--- config.mk ---
export PLATFORM = sky130hd
export DESIGN_NAME = inst_fetch
export DESIGN_NICKNAME = d
export VERILOG_FILES = /design/src/rtl/inst_fetch.sv
export SDC_FILE = /design/constraint.sdc
export NUM_CORES = 1
export LEC_CHECK = 0
export ABC_AREA = 0
export CAP_MARGIN = 5
export CORE_AREA = 2 2 107 160
export CTS_CLUSTER_DIAMETER = 150
export DETAILED_ROUTE_END_ITERATION = 6
export DIE_AREA = 0 0 109 162
export GPL_ROUTABILITY_DRIVEN = 0
export PLACE_DENSITY = 0.77
export SETUP_SLACK_MARGIN = 0.4
export SLEW_MARGIN = 15
export SYNTH_ARGS = -nofsm -noshare
export SYNTH_HDL_FRONTEND = slang
export SYNTH_SLANG_ARGS = --single-unit
export TNS_END_PERCENT = 100
--- constraint.sdc ---
create_clock -name clk -period 3.3 [get_ports clk]
set_input_delay 0.33 -clock clk [delete_from_list [all_inputs] [get_ports clk]]
set_output_delay 0.33 -clock clk [all_outputs]
set_load 0.01 [all_outputs]
--- src/rtl/inst_fetch.sv ---
// Instruction-fetch stage: owns the PC, runs the imem req/ack handshake, buffers one
// instruction across a stall and drops in-flight fetches on a redirect.
module inst_fetch #(
  parameter logic [31:0] RESET_PC = 32'h0000_0000
) (
  input  logic        clk,
  input  logic        rst,
  input  logic        if_stall,
  input  logic        redirect,
  input  logic [31:0] redirect_pc,
  output logic        imem_req,
  output logic [31:0] imem_addr,
  input  logic        imem_ack,
  input  logic [31:0] imem_rdata,
  output logic [31:0] if_pc,
  output logic [31:0] if_inst,
  output logic        if_valid
);

  localparam int unsigned XLEN = 32;

  typedef enum logic [1:0] {
    S_RUN     = 2'd0,
    S_WAIT    = 2'd1,
    S_DISCARD = 2'd2
  } state_t;

  state_t            r_state;
  state_t            w_state_nxt;
  logic [XLEN-1:0]   r_pc;
  logic [XLEN-1:0]   r_req_addr;
  logic [XLEN-1:0]   r_pend_pc;
  logic [XLEN-1:0]   r_pend_inst;
  logic              r_pend_valid;
  logic [XLEN-1:0]   r_if_pc;
  logic [XLEN-1:0]   r_if_inst;
  logic              r_if_valid;

  logic              w_issue;
  logic              w_ack_take;
  logic [XLEN-1:0]   w_redirect_tgt;

  // A new request leaves only from RUN; acks count only for a live, non-discarded request
  assign w_issue        = (r_state == S_RUN) && imem_req;
  assign w_ack_take     = imem_ack && !redirect && (w_issue || (r_state == S_WAIT));
  assign w_redirect_tgt = redirect_pc & ~XLEN'(3);

  always_ff @(posedge clk) begin
    if (!rst) r_state <= S_RUN;
    else      r_state <= w_state_nxt;
  end

  always_comb begin
    w_state_nxt = r_state;
    case (r_state)
      S_RUN: begin
        if (w_issue && !imem_ack) w_state_nxt = S_WAIT;
      end
      S_WAIT: begin
        if (imem_ack)      w_state_nxt = S_RUN;
        else if (redirect) w_state_nxt = S_DISCARD;
      end
      S_DISCARD: begin
        if (imem_ack) w_state_nxt = S_RUN;
      end
      default: w_state_nxt = S_RUN;
    endcase
  end

  // Memory-side drive; the outstanding address is held until its ack
  always_comb begin
    imem_req  = 1'b0;
    imem_addr = r_pc;
    case (r_state)
      S_RUN: begin
        imem_req = rst && !redirect && !r_pend_valid;
      end
      S_WAIT, S_DISCARD: begin
        imem_req  = rst;
        imem_addr = r_req_addr;
      end
      default: begin
        imem_req  = 1'b0;
        imem_addr = r_pc;
      end
    endcase
  end

  always_ff @(posedge clk) begin
    if (!rst) begin
      r_pc         <= RESET_PC;
      r_req_addr   <= '0;
      r_pend_pc    <= '0;
      r_pend_inst  <= '0;
      r_pend_valid <= 1'b0;
      r_if_pc      <= '0;
      r_if_inst    <= '0;
      r_if_valid   <= 1'b0;
    end else begin
      if (w_issue) begin
        r_req_addr <= r_pc;
        r_pc       <= r_pc + XLEN'(4);
      end
      if (redirect) begin
        r_pc         <= w_redirect_tgt;
        r_pend_valid <= 1'b0;
        r_if_pc      <= '0;
        r_if_inst    <= '0;
        r_if_valid   <= 1'b0;
      end else if (if_stall) begin
        if (w_ack_take) begin
          r_pend_pc    <= imem_addr;
          r_pend_inst  <= imem_rdata;
          r_pend_valid <= 1'b1;
        end
      end else if (r_pend_valid) begin
        r_if_pc      <= r_pend_pc;
        r_if_inst    <= r_pend_inst;
        r_if_valid   <= 1'b1;
        r_pend_valid <= 1'b0;
      end else if (w_ack_take) begin
        r_if_pc    <= imem_addr;
        r_if_inst  <= imem_rdata;
        r_if_valid <= 1'b1;
      end else begin
        r_if_pc    <= '0;
        r_if_inst  <= '0;
        r_if_valid <= 1'b0;
      end
    end
  end

  assign if_pc    = r_if_pc;
  assign if_inst  = r_if_inst;
  assign if_valid = r_if_valid;

endmodule

==> summary by stage, run 1 <==
CTS
The number of buffers added by the clock tree synthesis step is 17. Buffers added to address setup during post-CTS repair amount to 0. The latest clock arrival within the worst-skew pair is 0.42 ns. The register clock-pin slew on the reported worst setup and hold paths is 0.08 ns. TritonCTS built the clock tree. In this run, post-CTS hold repair placed 0 buffers. In this run the deepest clock path goes through 2 buffers.

The root buffer cell chosen for the clock tree is sky130_fd_sc_hd__clkbuf_16. The H-tree was split into 4 levels. The number of clock sinks is 188.

Floorplanning
Measured along the x axis, the die boundary spans 109 um. 167 I/O pins were placed. The die covers 17700 um^2. From bottom edge to top edge, the die measures 162 um. The effective utilization at floorplan is 51.4%.

In this run the core area contains 57 standard-cell rows. The core area is 16200 um^2.

Critical path
The class of the most critical setup path is reg -> out. The worst endpoint required time is 2.97 ns. The cell seen most often among critical-path stages is sky130_fd_sc_hd__inv_1. The critical-path cell with the highest stage delay is sky130_fd_sc_hd__clkdlybuf4s50_1. The startpoint of the worst-slack reg-to-reg timing path is r_state[0]$_SDFFE_PN0P_. For this run, the slowest stage of the critical path takes 0.50 ns. Data on the critical path arrives at its endpoint at 2.46 ns.

The worst setup path is launched from a flip-flop. The setup check on the worst reg-to-reg path leaves a slack of 0.64 ns. Traced cell by cell, the critical path runs through inv_1 > ha_1 > buf_12 > mux2i_1 > inv_1 > clkdlybuf4s50_1.

The worst register-to-register path has a depth of 6. Of all nets on the critical path, the largest fanout is 32. The endpoint identified for the worst register-to-register timing path is r_pc[18]$_SDFFE_PN0P_.

STA classifies the critical path endpoint as a primary output.

Routing
Dividing the detail-routed wire length by the instance count gives 17.4 um. For this run, the detailed router's first-pass iteration total came to 5. The post-detailed-routing wire length is 22800 um. In this run the remaining antenna-violating nets after routing total 0. The total DRC errors in the routed layout is 0.

Using the TritonRoute via totals, the vias-per-cell ratio works out to 5.91. The initial detailed-routing violation count is 680. The routed layout has 7772 vias.

GRT
The total congestion overflow is 0. met2 is the most crowded layer. The first global-routing pass estimated 36600 um of wire. The global routing met3 resource utilization is 4.01%.

The number of global-route vias before repair is 7265. The global-route track usage on met1 is 33.3%. The initial antenna violation count is 0. Across every metal layer, demand over resource in global routing totals 25.7%. The maximum number of pins on one net before global-route repair is 71.

Global routing used 43.7% of the available met2 tracks.

Timing
The total count of max-transition violations in the final report is 0. Timing would allow up to 0.358 GHz. Setup repair after global routing could not meet its margin everywhere. Headroom to the max-slew limit came out at 45.3%. The post-route fraction of the period consumed by the critical path is 84.6%. Across all setup checks in the final design, the least slack found is 0.509 ns. The hold violation count in the final report is 0.

At the pin with the least slew margin, the transition time is 0.821 ns. For the final database, setup skew stands at 0.0106 ns. For the final routed database, the setup TNS stands at 0 ns. Setup violations remaining at the end of the flow were counted as 0.

The final critical delay including setup and external delays is 2.79 ns.

Power
The static leakage is 3.72 nW. For this design the ratio of total power to cell area is 547 nW/um^2. IR analysis of the VDD net gives a maximum drop of 0.372 mV.

Logic synthesis
Synthesis instantiated 50 different standard cells from the library. Averaged over all synthesized cells, the footprint is 8.39 um^2. The sequential cell area fraction in the yosys report is 45.2%. By area the synthesized netlist is led by sky130_fd_sc_hd__dfxtp_1 (45%), sky130_fd_sc_hd__mux2i_1 (7.5%), sky130_fd_sc_hd__nand2_1 (6.3%), sky130_fd_sc_hd__o21ai_0 (5.8%), sky130_fd_sc_hd__a21oi_1 (4.2%). The Yosys step of the flow raised 0 warnings. Counting flops with an async set or reset pin after synthesis yields a share of 0%. Among all flip-flop cells after synthesis, the most frequent one is sky130_fd_sc_hd__dfxtp_1. The fraction of synthesized cell area taken by the top area cell type is 45.2%. The mapped netlist covers 8320 um^2. The synthesized design spends more area on one cell type than any other, namely sky130_fd_sc_hd__dfxtp_1. The number of enable-type register cells in the synthesized netlist is 0. The cell count after synthesis is 991.

The synthesized design contains 188 register bits.

Hold path
The worst hold path passes through 4 cells. The worst hold path begins at rst. The worst hold path terminates at r_pc[9]$_SDFFE_PN0P_. The class of the worst hold path is in -> reg.

Cells and area
The number of nets in the layout is 1170. The number of antenna diodes is 0. Of the cells placed in the final design, the portion with a size suffix greater than 1 is 6.31%. The multi-input combinational cell area is 4040 um^2. The sequential cell area is 3760 um^2. The layout has 1375 filler cells. The area growth from synthesis to layout is 27.8%.

Outcome
The flow ran to the end, and the final reports show no timing, DRC or antenna violations.

Place
The number of buffers added on ports is 160. The HPWL after detailed placement is 14900 um. The post-place setup slack is 0.635 ns.

Run
Across the run, the number of max-cap violations was 0.
## power breakdown
part           switching, mW  internal, mW
Clock                  0.973          1.09
Combinational          0.718         0.541
Sequential            0.0998          2.39
## sequential cells by signal, indices dropped and copies added (netlist names)
name,flops
if_inst,32
if_pc,30
if_valid,1
r_pc,30
r_pend_inst,32
r_pend_pc,30
r_pend_valid,1
r_req_addr,30
r_state,2
## worst max path at each step
| stage | startpoint | endpoint | cells after the start |
|---|---|---|---|
| 2_1_floorplan | r_state[0]$_SDFFE_PN0P_ | r_pc[26]$_SDFFE_PN0P_ | 9 |
| 3_3_place_gp | redirect | r_pc[18]$_SDFFE_PN0P_ | 5 |
| 3_5_place_dp | redirect | r_pc[18]$_SDFFE_PN0P_ | 5 |
| 4_1_cts | r_state[0]$_SDFFE_PN0P_ | imem_addr[26] | 6 |
| 5_1_grt | r_state[0]$_SDFFE_PN0P_ | imem_addr[30] | 6 |
| 6_report | r_state[0]$_SDFFE_PN0P_ | imem_addr[28] | 6 |
## through the flow
step	area, um^2	hold WS [ns]	power [mW]	instances	util [%]
2_1_floorplan	8330	0.435	3.28	994	-
3_3_place_gp	10000	0.441	3.75	1283	61.9
3_5_place_dp	10000	0.446	3.78	1283	61.9
4_1_cts	10600	0.396	5.83	1315	65.6
5_1_grt	10600	0.406	6.07	1315	65.7
6_report	10600	0.408	5.81	1315	65.7
## Yosys cell counts (3+ instances only)
library cell,n
sky130_fd_sc_hd__mux2i_1,62
sky130_fd_sc_hd__buf_1,3
sky130_fd_sc_hd__a22oi_1,29
sky130_fd_sc_hd__buf_2,7
sky130_fd_sc_hd__dfxtp_1,188
sky130_fd_sc_hd__o31ai_1,8
sky130_fd_sc_hd__nand4_1,8
sky130_fd_sc_hd__buf_4,4
sky130_fd_sc_hd__o21ai_0,96
sky130_fd_sc_hd__nor3_1,6
sky130_fd_sc_hd__or2_2,3
sky130_fd_sc_hd__clkbuf_1,83
sky130_fd_sc_hd__and4_1,4
sky130_fd_sc_hd__nand2b_1,3
sky130_fd_sc_hd__nand3_1,9
sky130_fd_sc_hd__a31oi_1,45
sky130_fd_sc_hd__xnor2_1,6
sky130_fd_sc_hd__or4_1,13
sky130_fd_sc_hd__nor2_1,43
sky130_fd_sc_hd__or3_1,11
sky130_fd_sc_hd__a211oi_1,38
sky130_fd_sc_hd__ha_1,5
sky130_fd_sc_hd__a221oi_1,32
sky130_fd_sc_hd__nand2_1,140
sky130_fd_sc_hd__a21o_1,3
sky130_fd_sc_hd__nor4_1,7
sky130_fd_sc_hd__inv_1,39
sky130_fd_sc_hd__a21oi_1,70
## cell usage in the layout (no fill, tap or decap), types with 2 or more instances in the layout
cell type and n:
sky130_fd_sc_hd__inv_6 7, sky130_fd_sc_hd__a211oi_1 38, sky130_fd_sc_hd__nor4b_1 2, sky130_fd_sc_hd__buf_12 5, sky130_fd_sc_hd__conb_1 4, sky130_fd_sc_hd__or3_1 11, sky130_fd_sc_hd__nand3_1 9, sky130_fd_sc_hd__dfxtp_1 187
sky130_fd_sc_hd__or2_2 3, sky130_fd_sc_hd__nor2_1 40, sky130_fd_sc_hd__buf_4 17, sky130_fd_sc_hd__a221oi_1 32, sky130_fd_sc_hd__nand4_1 8, sky130_fd_sc_hd__clkdlybuf4s50_1 158, sky130_fd_sc_hd__inv_1 38, sky130_fd_sc_hd__a31oi_1 45
sky130_fd_sc_hd__clkbuf_16 17, sky130_fd_sc_hd__a22oi_1 29, sky130_fd_sc_hd__inv_8 2, sky130_fd_sc_hd__nor2b_1 2, sky130_fd_sc_hd__nor3_1 6, sky130_fd_sc_hd__ha_1 5, sky130_fd_sc_hd__or4_1 13, sky130_fd_sc_hd__nor4_1 7
sky130_fd_sc_hd__nand2_1 140, sky130_fd_sc_hd__buf_2 2, sky130_fd_sc_hd__inv_2 2, sky130_fd_sc_hd__and4_1 4, sky130_fd_sc_hd__clkinv_8 3, sky130_fd_sc_hd__o21ai_0 96, sky130_fd_sc_hd__xnor2_1 6, sky130_fd_sc_hd__mux2i_1 61
sky130_fd_sc_hd__a21o_1 3, sky130_fd_sc_hd__nor2_2 2, sky130_fd_sc_hd__nand2b_1 3, sky130_fd_sc_hd__o31ai_1 8, sky130_fd_sc_hd__a21oi_1 70
## cell families after synthesis
family	synth area share (%)
AOI/OAI and AO/OA	25.0
other	0.0451
buffers and inverters	6.74
DFF	45.2
and+or+nand+nor	14.0
xor gates and xnor gates	0.737
adders and majority gates	0.752
muxes	7.46
## worst max-delay path: cells and delay by family (launching register included)
kind | cells | cell delay (ns)
buf+inv | 4 | 0.94
flops | 1 | 0.38
mux | 1 | 0.36
fa+ha+maj | 1 | 0.34
## cell type report
cell class,count,share of cell area [%]
flip-flops and latches,188,35.4
well taps,206,2.42
multi-input cells,667,38.0
repair buffers,182,17.1
inverters,40,1.41
clock buffers,17,4.00
clock inverters,15,1.66
## repair_timing
item / in CTS / in global routing
setup endpoints to repair: 25 / 17
gates cloned: 0 / 0
resized for setup: 2 / 2
## routing by layer
layer,vias up,wire length [um]
met2,278,11500
li1,3782,-
met3,27,1250
met5,-,0
met1,3685,9740
met4,0,352
No activity file was read; power rests on OpenSTA's default activity.
==> run 2, diff against run 1 <==
==> constraint.sdc (replaced) <==
create_clock -name clk -period 2.73 [get_ports clk]
set_input_delay 0.273 -clock clk [delete_from_list [all_inputs] [get_ports clk]]
set_output_delay 0.273 -clock clk [all_outputs]
set_load 0.01 [all_outputs]
==> run 2 against run 1 <==
Via count rose by 4.3%. Sequential share of layout area down 1.7 points. Sequential power increased by 22%. Utilization up 3.4 points. Worst hold slack worse by 0.026 ns. Count of clock-buffer cells in the layout grew 2. Worst setup slack worse by 0.22 ns. Final cell count grew 2.6%. Wire length up 9.2%. Clock skew is 0.0035 ns higher. Clock power up 18%.
==> summary by stage, run 2 (synthesis gave the netlist of run 1 again) <==
Outcome
The run finished with clean final reports.

Power
The worst supply voltage drop on vdd is 0.450 mV. In this run the power density over the cells is 675 nW/um^2. Summed over all nets, the switching power comes to 2.33 mW. Of the total power, registers draw 40.2%. The combinational share of power is 27.7%.

Summed over all cells, the static leakage comes to 4.07 nW. Net switching is 30.8% of the power. In this run, the clock network consumes 32.1% of the power. The internal cell power is 5.23 mW. The design draws 7.55 mW.

Cells and area
The number of nets in the layout is 1204. Compared with the post-synthesis result, the final layout area differs by 34.5%. The repair_antennas step left the layout with diodes totalling 0.

The cell area after layout is 11200 um^2. Leaving out fill and tap cells, the most frequent cell in the layout is sky130_fd_sc_hd__dfxtp_1. The ratio of cells with drive above 1 in the final layout is 13.5%. Leaving out fill and tap cells, the most frequent cells in the layout are sky130_fd_sc_hd__dfxtp_1 (185), sky130_fd_sc_hd__nand2_1 (140), sky130_fd_sc_hd__clkdlybuf4s50_1 (132).

Critical path
The worst endpoint required time is 2.46 ns. The setup path with the least slack is of type reg -> out. The launching element type of the critical path is a flip-flop. The critical path's top delay family is buffers and inverters. In this run the register-to-register setup slack is 0.40 ns. The endpoint identified for the worst register-to-register timing path is r_pc[17]$_SDFFE_PN0P_. Walking the worst path, the cells encountered are inv_2 > ha_4 > buf_16 > mux2i_2 > inv_1 > clkdlybuf4s50_1. The worst-path maximum fanout is 7. The critical path buffer and inverter count is 4. For this design, the slowest cell found on the critical path is sky130_fd_sc_hd__clkdlybuf4s50_1. In this run the critical register-to-register path is launched from r_state[0]$_SDFFE_PN0P_.

The type of element capturing the critical path is a primary output. The biggest cell delay along the critical path is 0.49 ns. The arrival time of the worst setup path is 2.17 ns. Measured in cells, the most critical reg-to-reg path has a length of 7.

Place
The HPWL after detailed placement is 14800 um. The placed instances occupy a cell area of 10000 um^2. OpenSTA, run right after detailed placement, puts the worst setup slack at 0.227 ns. In this run the tool buffered the top-level ports with 160 buffer cells.

Floorplanning
For this configuration, the core starts out at a cell density of 51.4%. In this run the core area contains 57 standard-cell rows. The core area is 16200 um^2. From bottom edge to top edge, the die measures 162 um.

The die covers 17700 um^2. 167 I/O pins were placed. The die extent in x is 109 um.

CTS
At the later pin of the worst-skew pair, clock insertion delay measures 0.43 ns. The register clock-pin slew on the reported worst setup and hold paths is 0.07 ns. The number of clock sinks is 188. The maximum buffer depth of the clock tree is 2. The buffer cell driving the clock tree root is sky130_fd_sc_hd__clkbuf_16. The count of hold buffers inserted by post-cts repair is 0.

The CTS H-tree depth is 4. Buffers inserted during clock tree synthesis total 17. TritonCTS built the clock tree.

Hold path
The worst hold path begins at rst. The class of the worst hold path is in -> reg. The cell depth of the worst min-delay path is 4. The path with the worst hold slack has its endpoint at r_pc[11]$_SDFFE_PN0P_.

Timing
Timing would allow up to 0.410 GHz. The post-route clock skew is 0.0141 ns. Headroom to the max-slew limit came out at 49.3%. At the pin with the least slew margin, the transition time is 0.761 ns. The total count of max-transition violations in the final report is 0. After routing, the total negative slack on setup checks comes to 0 ns.

The count of final setup violators is 0. The final critical delay including setup and external delays is 2.44 ns. Setup repair after global routing could not meet its margin everywhere. The hold violation count in the final report is 0. After layout, the worst path uses 89.3% of the clock period.

After layout, the worst setup slack is 0.291 ns.

GRT
The initial antenna violation count came to 0. The global-route track usage on met1 is 32.6%. The global routing met3 resource utilization is 4.05%. Global routing finished with a remaining overflow of 0. The all-layer global routing usage is 26.4%.

The maximum number of pins on one net before global-route repair is 70. The number of global-route vias before repair was 7480. The global routing stage identified its most utilized layer as met2.

Global routing used 46.3% of the available met2 tracks. The first global-routing pass estimated 37500 um of wire.

Routing
Dividing the detail-routed wire length by the instance count gives 18.5 um. The total via count in the routed design is 8105. The detailed-routing iteration count for the pre-antenna-repair pass is 5. The total DRC errors in the routed layout is 0. The detail route stage leaves a number of antenna-violating nets equal to 0. For this block, the routed nets add up to 24900 um of wire. The initial detailed-routing violation count is 859.

The via count normalized by instance count is 6.01.

Run
The tool flagged a number of max-cap violations equal to 0.
[run 2: how the worst max path moves through the flow]
stage	from	end	depth (start not counted)
floorplan	r_state[0]$_SDFFE_PN0P_	r_pc[17]$_SDFFE_PN0P_	8
global placement	redirect	r_pc[18]$_SDFFE_PN0P_	5
detailed placement	redirect	r_pc[18]$_SDFFE_PN0P_	5
CTS	r_state[0]$_SDFFE_PN0P_	imem_addr[28]	6
global route	r_state[0]$_SDFFE_PN0P_	imem_addr[26]	6
finish	r_state[0]$_SDFFE_PN0P_	imem_addr[17]	6
[run 2: worst register-to-register path: cells and delay by family, from the launching register on]
kind | cells | cell delay (ns)
buf+inv | 2 | 0.29
simple gates | 3 | 1.27
compound gates | 1 | 0.16
flops | 1 | 0.34
fa+ha+maj | 1 | 0.20
[run 2: power by group through the flow]
| stage | sequential [mW] | combinational (mW) | clock, mW |
|---|---|---|---|
| after floorplan | 3.06 | 0.942 | 0 |
| after global placement | 3.07 | 1.52 | 0 |
| after detailed placement | 3.07 | 1.54 | 0 |
| after CTS | 3.02 | 1.80 | 2.46 |
| after global routing | 3.05 | 2.22 | 2.57 |
| final | 3.03 | 2.09 | 2.43 |
[run 2: cell type report]
type | count | area, um^2
Timing Repair Buffer | 214 | 2130
Multi-Input combinational cell | 669 | 4300
Fill cell | 1255 | 5000
Tap cell | 206 | 258
Sequential cell | 188 | 3770
Inverter | 40 | 150
Clock buffer | 19 | 443
Clock inverter | 13 | 135
[run 2: repair_timing]
action / 4_1_cts / 5_1_grt
hold endpoints to repair: 0 / 0
endpoints found under the setup margin: 33 / 99
gates cloned: 2 / 5
pin swaps: 0 / 6
gates resized for setup: 59 / 45
buffers inserted: 6 / 22
[run 2: layer usage]
metal | up-vias | share of wire [%]
met5 | - | 0
met1 | 3852 | 41
met4 | 0 | 2.2
li1 | 3859 | -
met3 | 38 | 6.0
met2 | 356 | 51
[run 2: metrics by stage]
step           hold slack, ns  cells  util [%]
2_1_floorplan           0.415    994         -
3_5_place_dp            0.446   1282      62.0
3_3_place_gp            0.441   1282      62.0
5_1_grt                 0.384   1349      69.1
4_1_cts                 0.368   1322      67.2
6_report                0.383   1349      69.1
==> run 3, diff against run 2 <==
==> constraint.sdc (replaced) <==
create_clock -name clk -period 2.4 [get_ports clk]
set_input_delay 0.24 -clock clk [delete_from_list [all_inputs] [get_ports clk]]
set_output_delay 0.24 -clock clk [all_outputs]
set_load 0.01 [all_outputs]
==> run 3 against run 2 <==
The run now ends with negative setup slack left. Sequential share of layout area decreased by 6.7 points. Count of clock-buffer cells in the layout is 2 lower. Register-to-register slack worse by 0.68 ns. Critical path depth rose by 1. Utilization is 17 points higher. Sequential power up 16%. Clock skew rose by 0.0034 ns. Combinational power rose by 110%. First-iteration DRC count rose by 46%.
==> summary by stage, run 3 (synthesis gave the netlist of run 1 again) <==
Power
Power spread over the standard cell area amounts to 767 nW/um^2. In this run the static leakage power is 5.12 nW. VDD sags by at most 0.610 mV.

CTS
TritonCTS built the clock tree. Counting along the longest clock path gives a buffer depth of 2. The CTS H-tree depth is 4. The tree built by TritonCTS fans out to 188 sinks. The buffer cell driving the clock tree root is sky130_fd_sc_hd__clkbuf_16.

The register clock-pin slew on the reported worst setup and hold paths is 0.08 ns. The count of hold buffers inserted by post-cts repair is 0. The number of buffers added by the clock tree synthesis step is 17.

The latest clock arrival within the worst-skew pair is 0.45 ns.

Timing
For the pin with the worst max-slew slack, the measured transition is 1.06 ns. The timing-limited maximum frequency is 0.374 GHz. The final setup slack of the worst path is -0.277 ns. Of the available clock period, the critical path in the final layout requires 112%. The final critical delay including setup and external delays is 2.68 ns.

The headroom to the max-slew limit is 29.5%. The hold violation count in the final report was 0. Setup repair after global routing could not meet its margin everywhere.

The total count of max-transition violations in the final report was 0. The count of final setup violators is 7. Clock skew on the completed layout was measured at 0.0175 ns.

Cells and area
The library cell used most frequently in the layout, excluding fill and tap cells, is sky130_fd_sc_hd__dfxtp_1. The number of antenna diodes is 0. Counting the fill cells in the layout gives 665.

The ratio of cells with drive above 1 in the final layout is 38.8%. The number of standard cells in the layout, taps in and fillers out is 1473. The growth of design area from synthesis to finish is 68.4%. The sequential cells in the finished layout cover a total of 3770 um^2. The multi-input combinational cells in the finished layout cover a total of 5390 um^2. The net count of the finished layout is 1329. In the layout the commonest cells are sky130_fd_sc_hd__dfxtp_1 (181), sky130_fd_sc_hd__clkdlybuf4s50_1 (127), sky130_fd_sc_hd__nand2_1 (121).

Routing
The post-detailed-routing wire length is 40600 um. After detailed routing, the number of vias per cell comes to 6.99. After the first detailed-routing iteration, the DRC count stood at 1258. The residual antenna-violating net count after detailed routing is 0. After detailed routing, the average wire length per cell comes to 27.6 um. The total DRC errors in the routed layout is 0. The detailed-routing iteration count for the pre-antenna-repair pass is 7. The total via count in the routed design is 10300.

Outcome
The final reports fail on negative setup slack. The flow ran to the end, but the final reports show violations.

GRT
The total congestion overflow is 0. Entering global routing, the biggest net connects 91 pins. The all-layer global routing usage is 35.0%. The number of global-route vias before repair is 9044.

The initial antenna violation count is 1. The first global-routing pass estimated 47700 um of wire.

Place
Buffers placed on the I/O ports in this run total 160. The HPWL after detailed placement is 15200 um. The number of placed instances, taps included, is 1305. OpenSTA, run right after detailed placement, puts the worst setup slack at 0.0788 ns.

Floorplanning
The die outline height is 162 um. The die extent in x is 109 um. The core region is 16200 um^2. The initialized floorplan defines 57 standard-cell rows.

The die covers 17700 um^2. The effective utilization at floorplan is 51.4%. In this run the count of I/O pins placed on the die edge is 167.

Hold path
The cell depth of the worst min-delay path is 4. The worst hold path terminates at r_pc[16]$_SDFFE_PN0P_. The class of the worst hold path is in -> reg. In this run the most critical hold path is launched from rst.

Run
Across the run, the number of max-cap violations was 0.

Critical path
The worst endpoint required time is 2.71 ns. The number of cells on the worst reg-to-reg path is 7. The endpoint identified for the worst register-to-register timing path is r_pc[28]$_SDFFE_PN0P_. The worst setup path is launched from a flip-flop. The type of element capturing the critical path is a flip-flop.

The class of the most critical setup path is reg -> reg. The slowest stage of the critical path is the sky130_fd_sc_hd__or4_2 cell. The depth of the critical timing path with buffers and inverters included is 7. The startpoint identified for the worst register-to-register timing path is r_state[1]$_SDFFE_PN0P_. The critical path buffer and inverter count is 2. The most critical setup path has its startpoint at r_state[1]$_SDFFE_PN0P_.

Grouping stages by cell kind, the critical path spends the most delay in compound AO/OA/AOI/OAI gates. The reg2reg setup slack is -0.28 ns. The largest single stage delay on the critical path is 0.75 ns. The arrival time of the worst setup path is 2.99 ns.

Walking the worst path, the cells encountered are inv_2 > ha_4 > o21ba_4 > buf_8 > or4_2 > o31ai_1 > a31oi_1. Along the worst path, the maximum fanout reaches 5.
==> run 3: cell types whose count changed in the layout (fill, tap and decap cells not counted), moves of 19 or more <==
| cell | change |
|---|---|
| sky130_fd_sc_hd__buf_6 | +65 |
| sky130_fd_sc_hd__buf_4 | +44 |
| sky130_fd_sc_hd__a21oi_1 | -31 |
| sky130_fd_sc_hd__a211oi_1 | -30 |
| sky130_fd_sc_hd__a211oi_2 | +30 |
| sky130_fd_sc_hd__a21oi_2 | +30 |
| sky130_fd_sc_hd__a221oi_1 | -29 |
| sky130_fd_sc_hd__a221oi_2 | +28 |
| sky130_fd_sc_hd__inv_1 | -28 |
| sky130_fd_sc_hd__inv_2 | +28 |
| sky130_fd_sc_hd__a22oi_1 | -26 |
| sky130_fd_sc_hd__a22oi_2 | +26 |
| sky130_fd_sc_hd__mux2i_4 | +20 |
| sky130_fd_sc_hd__nand2_1 | -19 |
==> run 3: cell type report <==
cell class / instances / share of cell area, %
clock inverters: 14 / 0.974
well taps: 206 / 1.84
inverters: 40 / 1.07
clock buffers: 17 / 3.04
flip-flops and latches: 188 / 26.9
multi-input cells: 668 / 38.5
repair buffers: 340 / 27.7
==> run 3: power by group <==
group	switching (mW)	internal, mW	leakage, nW
logic	2.11	2.32	3.33
registers	0.205	3.30	1.53
clock network	1.37	1.45	0.261
total	3.68	7.06	5.12
==> run 3: routing by layer <==
layer	track usage [%]	share of wire [%]	vias to the layer above	routed length [um]
li1	-	-	4106	-
met4	22.5	10	2	4150
met2	60.3	46	985	18800
met1	38.9	33	4840	13200
met3	6.10	11	356	4360
met5	0	0.039	-	16
==> run 3: per-stage QoR <==
step | hold WS [ns] | cell area [um^2] | setup TNS, ns | total power [mW] | utilization [%]
after floorplan | 0.382 | 8380 | 0 | 4.55 | -
after global placement | 0.441 | 10200 | 0 | 5.28 | 63.1
after detailed placement | 0.446 | 10200 | 0 | 5.31 | 63.1
after CTS | 0.325 | 12500 | 0 | 9.35 | 77.5
after global routing | 0.344 | 14000 | -0.517 | 10.9 | 86.5
final | 0.354 | 14000 | -0.604 | 10.7 | 86.5
==> run 3: timing repair <==
item / CTS / global route
pin swaps: 83 / 115
resized for setup: 286 / 235
setup endpoints to repair: 149 / 208
setup buffers: 81 / 31
cloned: 16 / 9
==> run 3: worst reg2reg max path: cells and delay by family, from the launching register on <==
family | cells | cell delay [ns]
flops | 1 | 0.39
compound gates | 3 | 0.86
simple gates | 1 | 0.75
buf+inv | 2 | 0.21
fa+ha+maj | 1 | 0.35
==> run 3: how the worst max path moves through the flow <==
stage,to
after floorplan,r_pc[26]$_SDFFE_PN0P_
after global placement,r_pc[17]$_SDFFE_PN0P_
after detailed placement,r_pc[11]$_SDFFE_PN0P_
after CTS,imem_addr[26]
after global routing,r_pc[28]$_SDFFE_PN0P_
final,r_pc[28]$_SDFFE_PN0P_
